**config.mk**
```make
export PLATFORM = sky130hd
export DESIGN_NAME = mux8x1_rr_collector
export DESIGN_NICKNAME = d
export VERILOG_FILES = /design/src/rtl/mux8x1_rr_collector.sv
export SDC_FILE = /design/constraint.sdc
export NUM_CORES = 1
export LEC_CHECK = 0
export BUFFER_PORTS_ARGS = -buffer_cell sky130_fd_sc_hd__clkbuf_2
export CORE_UTILIZATION = 40
export CTS_BUF_LIST = sky130_fd_sc_hd__clkbuf_16
export DETAILED_ROUTE_END_ITERATION = 10
export PLACE_DENSITY = 0.69
export RECOVER_POWER = 25
export SLEW_MARGIN = 5
export SYNTH_ARGS = -nofsm -noshare
export SYNTH_HDL_FRONTEND = slang
export SYNTH_SLANG_ARGS = --single-unit
```
**constraint.sdc**
```tcl
create_clock -name clk -period 5.8 [get_ports clk]
set_clock_uncertainty 0.2 [all_clocks]
set_input_delay 0.29 -clock clk [delete_from_list [all_inputs] [get_ports clk]]
set_output_delay 0.29 -clock clk [all_outputs]
set_load 0.02 [all_outputs]
```
**src/rtl/mux8x1_rr_collector.sv**
```systemverilog
// -----------------------------------------------------------------------------
// mux8x1_rr_collector
//
// Collects eight independent valid/ready input channels into one registered
// output stream. A round-robin arbiter picks the source. Each output beat
// carries the 3-bit index of its source channel on out_sel, so a downstream
// 1x8 demux can split the stream again using out_sel as its select.
//
// Handshake rules (both sides):
//   A beat moves when valid && ready are both high at a rising clock edge.
//   The producer holds its data stable while valid is high and ready is low.
//   On the output side, out_valid never drops without a transfer.
//   On the input side, a channel may lower in_valid without transferring.
//
// Ports:
//   clk        system clock; all state updates on the rising edge
//   rst_n      asynchronous active-low reset
//   E          enable; when low, no new channel is granted
//   in_data    packed channel data; channel k is in_data[k*WIDTH +: WIDTH]
//   in_valid   per-channel valid
//   in_ready   per-channel ready; combinational, at most one bit set
//   out_data   registered data of the selected beat
//   out_sel    registered index of the beat's source channel
//   out_valid  registered output valid
//   out_ready  downstream ready
// -----------------------------------------------------------------------------
module mux8x1_rr_collector #(
    parameter int WIDTH = 3
) (
    input  logic               clk,
    input  logic               rst_n,
    input  logic               E,
    input  logic [8*WIDTH-1:0] in_data,
    input  logic [7:0]         in_valid,
    output logic [7:0]         in_ready,
    output logic [WIDTH-1:0]   out_data,
    output logic [2:0]         out_sel,
    output logic               out_valid,
    input  logic               out_ready
);

    // Index of the most recently granted channel. Its reset value is 7, so
    // the search after reset starts at channel 0.
    logic [2:0]       last_grant;

    logic             slot_free;
    logic             grant_found;
    logic [2:0]       grant_idx;
    logic [WIDTH-1:0] grant_data;
    logic             in_xfer;
    logic             out_xfer;

    // The output register can take a new beat when it is empty, or when
    // its current beat leaves in this same cycle. This gives one beat per
    // clock.
    assign slot_free = !out_valid || out_ready;
    assign out_xfer  = out_valid && out_ready;

    // Round-robin search. It starts at last_grant+1 and wraps through all
    // eight channels. When i reaches 8, the 3-bit offset wraps to 0, so
    // last_grant itself is checked last. A channel that is the only one
    // valid is therefore granted every time.
    always_comb begin
        logic [2:0] cand;
        grant_found = 1'b0;
        grant_idx   = 3'd0;
        cand        = 3'd0;
        for (int i = 1; i <= 8; i++) begin
            cand = last_grant + 3'(i);
            if (!grant_found && in_valid[cand]) begin
                grant_found = 1'b1;
                grant_idx   = cand;
            end
        end
    end

    // in_ready is gated by rst_n so that no channel sees a ready while
    // reset is asserted.
    always_comb begin
        in_ready = 8'b0;
        if (rst_n && E && slot_free && grant_found) begin
            in_ready[grant_idx] = 1'b1;
        end
    end

    assign in_xfer    = |(in_valid & in_ready);
    assign grant_data = in_data[32'(grant_idx)*WIDTH +: WIDTH];

    // When there is no transfer, out_data and out_sel keep their values.
    // This keeps a stalled beat stable. After a drain with no refill, it
    // leaves harmless stale values behind an out_valid of 0.
    always_ff @(posedge clk or negedge rst_n) begin
        if (!rst_n) begin
            out_valid  <= 1'b0;
            out_data   <= '0;
            out_sel    <= 3'd0;
            last_grant <= 3'd7;
        end else begin
            if (in_xfer) begin
                out_data   <= grant_data;
                out_sel    <= grant_idx;
                out_valid  <= 1'b1;
                last_grant <= grant_idx;
            end else if (out_xfer) begin
                out_valid  <= 1'b0;
            end
        end
    end

endmodule

```
==> impl_metrics.sql <==
INSERT INTO impl_metrics (metric_group, metric, value, unit) VALUES
('status', 'status', 'completed', ''),
('hold_path', 'hold_path.class', 'input pin to flop', ''),
('timing', 'setup_tns_final', '0', 'ns'),
('cts', 'post_cts_clock_slew_at_the_launch_and_capture_registers_of_the_worst_setup_and_hold_paths', '0.04', 'ns'),
('die', 'initial_utilization', '0.4156', ''),
('critical_path', 'r2r_cell_count', '9', ''),
('routing', 'drt_first_pass_iters', '4', ''),
('global_routing', 'grt_overflow', '0', ''),
('hold_path', 'worstHoldEndpoint', 'out_valid', ''),
('power', 'power-per-cell-area', '755.2', 'nW/um^2'),
('cts', 'number_of_clock_buffers_inserted_by_tritoncts', '3', ''),
('global_routing', 'number_of_global_route_vias_before_repair', '1311', ''),
('place', 'preCtsSetupSlack', '1.596', 'ns'),
('power', 'cellLeakagePower', '0.8446', 'nW'),
('critical_path', 'critical_path.startpoint_type', 'flop', ''),
('logic_synthesis', 'synth_edf_count', '0', ''),
('routing', 'initialDrtViolationCount', '42', ''),
('critical_path', 'critPathRequiredTime', '5.31', 'ns'),
('routing', 'via_per_inst', '5.713', ''),
('critical_path', 'critPathKind', 'flop to output port', ''),
('critical_path', 'crit-reg2reg-launch', 'last_grant[0]', ''),
('logic_synthesis', 'ys_top_cells_by_count', 'mux2i_1 (17), nand2_1 (16)', ''),
('critical_path', 'path_depth', '10', ''),
('hold_path', 'hold_path_depth', '3', ''),
('logic_synthesis', 'number_of_standard_cells_after_synthesis', '151', ''),
('layout', 'antennaDiodeCount', '0', ''),
('critical_path', 'slowest_cp_cell', 'dfstp_2', ''),
('logic_synthesis', 'synth_ff_type', 'dfrtp_1', ''),
('cts', 'post_cts_resize_count', '0', ''),
('global_routing', 'grt_first_pass_wirelength', '6120', 'um'),
('routing', 'drt_wl_total', '3575', 'um'),
('layout', 'finalNetCount', '238', ''),
('logic_synthesis', 'avgSynthCellArea', '10.08', 'sq um'),
('critical_path', 'cp_cell_sequence', 'inv_1 > ha_1 > mux4_2 > a221o_1 > o21ai_1 > o211a_1 > and2_1 > nand2_1 > nor2_1 > clkbuf_2', ''),
('flow_run', 'drv_cap', '0', ''),
('cts', 'worst_skew_pair_latency', '0.24', 'ns'),
('die', 'die_w', '63.68', 'um'),
('die', 'design.core.area', '3661', 'sq um'),
('critical_path', 'critPathLaunch', 'last_grant[0]', ''),
('die', 'floorplan.die_area', '4055', 'sq um'),
('logic_synthesis', 'syn-num-nets', '189', ''),
('place', 'total_cell_area_at_the_placement_stage', '1770', 'sq um'),
('routing', 'final_antenna_net_count', '0', ''),
('place', 'dpl.hpwl', '2808', 'um'),
('routing', 'wl_met1', '1707', 'um'),
('die', 'die-height', '63.68', 'um'),
('logic_synthesis', 'synth_top_area_frac', '0.1151', ''),
('logic_synthesis', 'netlist_area', '1521', 'sq um'),
('logic_synthesis', 'yosysWarningCount', '0', ''),
('die', 'boundaryPins', '51', ''),
('timing', 'max_freq', '224.9', 'MHz'),
('timing', 'period_needed', '4.446', 'ns'),
('global_routing', 'grt_antenna_before_repair', '0', ''),
('timing', 'rsz0062_at_grt', 'no', ''),
('global_routing', 'largest_net_degree_at_the_start_of_global_routing', '18', ''),
('routing', 'routed.top_layer', 'met4', ''),
('cts', 'cts_max_level', '1', ''),
('critical_path', 'timing.critical_path.fanout_max', '17', ''),
('die', 'placement_rows', '22', ''),
('logic_synthesis', 'synthArstFlopShare', '1.000', ''),
('timing', 'max_slew.worst_pin.slew', '0.7306', 'ns'),
('critical_path', 'type_of_destination_of_the_critical_path', 'output port', ''),
('routing', 'wl_met2', '1668', 'um'),
('layout', 'finish.instance_area', '1858', 'sq um'),
('critical_path', 'capture_point_of_the_worst_reg_to_reg_path', 'out_data[2]', ''),
('routing', 'wirelength_per_cell', '14.47', 'um'),
('cts', 'cts_tree', 'yes', ''),
('power', 'power.total', '1.403', 'mW'),
('critical_path', 'cp_data_arrival_time', '3.96', 'ns'),
('layout', 'multi_input_comb_area', '1165', 'sq um'),
('routing', 'detailroute.via_count', '1411', '');
## sequential cells by signal, summed over array words and instances, names as in the netlist
register    count
out_valid       1
last_grant      3
out_sel         3
out_data        3
## cell families after synthesis
kind of cell | count (synthesis) | synth area share
buf+inv | 17 | 0.06743
compound gates | 36 | 0.1842
flops | 10 | 0.1669
mux | 39 | 0.3923
fa+ha+maj | 2 | 0.01644
simple gates | 44 | 0.1554
xor+xnor | 3 | 0.01727
## through the flow
step	std cells	hold WS, ns	utilization
floorplan	151	-0.2056	-
global placement	242	-0.02524	0.4836
detailed placement	242	-0.01942	0.4836
CTS	247	0.1394	0.5079
global route	247	0.1463	0.5075
finish	247	0.1386	0.5075
## timing repair
action | CTS | global route
endpoints found under the hold margin | 10 | 0
setup buffers | 0 | 0
hold buffers | 1 | 0
## report_power, final
| part | total (mW) | internal, mW | switching (mW) |
|---|---|---|---|
| clock network | 0.123 | 0.0904 | 0.0324 |
| registers | 0.158 | 0.109 | 0.0491 |
| logic | 1.12 | 0.510 | 0.612 |
## tightest hold or removal path: stages
cell and delay (ns):
clkbuf_2 0.07, nand2b_1 0.11, nand2_1 0.06
## how the worst max path moves through the flow
| stage | slack [ns] | endpoint |
|---|---|---|
| after floorplan | 1.63 | in_ready[4] |
| after global placement | 1.61 | in_ready[2] |
| after detailed placement | 1.60 | in_ready[2] |
| after CTS | 1.34 | in_ready[2] |
| after global routing | 1.05 | in_ready[3] |
| final | 1.35 | in_ready[2] |
## final cells by class
class / instances / area share
Sequential cell: 10 / 0.1367
Tap cell: 48 / 0.03232
Inverter: 9 / 0.01818
Clock buffer: 3 / 0.04040
Multi-Input combinational cell: 124 / 0.6269
Clock inverter: 1 / 0.002020
Timing Repair Buffer: 52 / 0.1434
## cells in the final DEF (no fill, tap or decap), types with 2 or more instances in the layout
cell type and instances:
mux4_1 5, a21o_1 3, mux4_2 7, dfrtp_1 7, ha_1 2, nor2_1 8
dfstp_2 3, xnor2_1 2, clkbuf_2 49, clkbuf_16 3, a221oi_1 2, o221ai_1 5
nand2b_1 7, nand2_1 16, mux2i_1 17, o21ai_0 8, nor4b_1 2, mux2i_4 2
and2_1 2, nor4_1 2, mux2_1 3, a221o_1 2, inv_1 8, nand3_1 2
a21oi_1 8, mux2_2 4
## metal layers
layer,global-route usage,vias up
li1,-,683
met1,0.2738,675
met2,0.2886,49
met3,0.02536,4
met4,0.06250,0
met5,0,-
No activity file was read; power rests on OpenSTA's default activity.
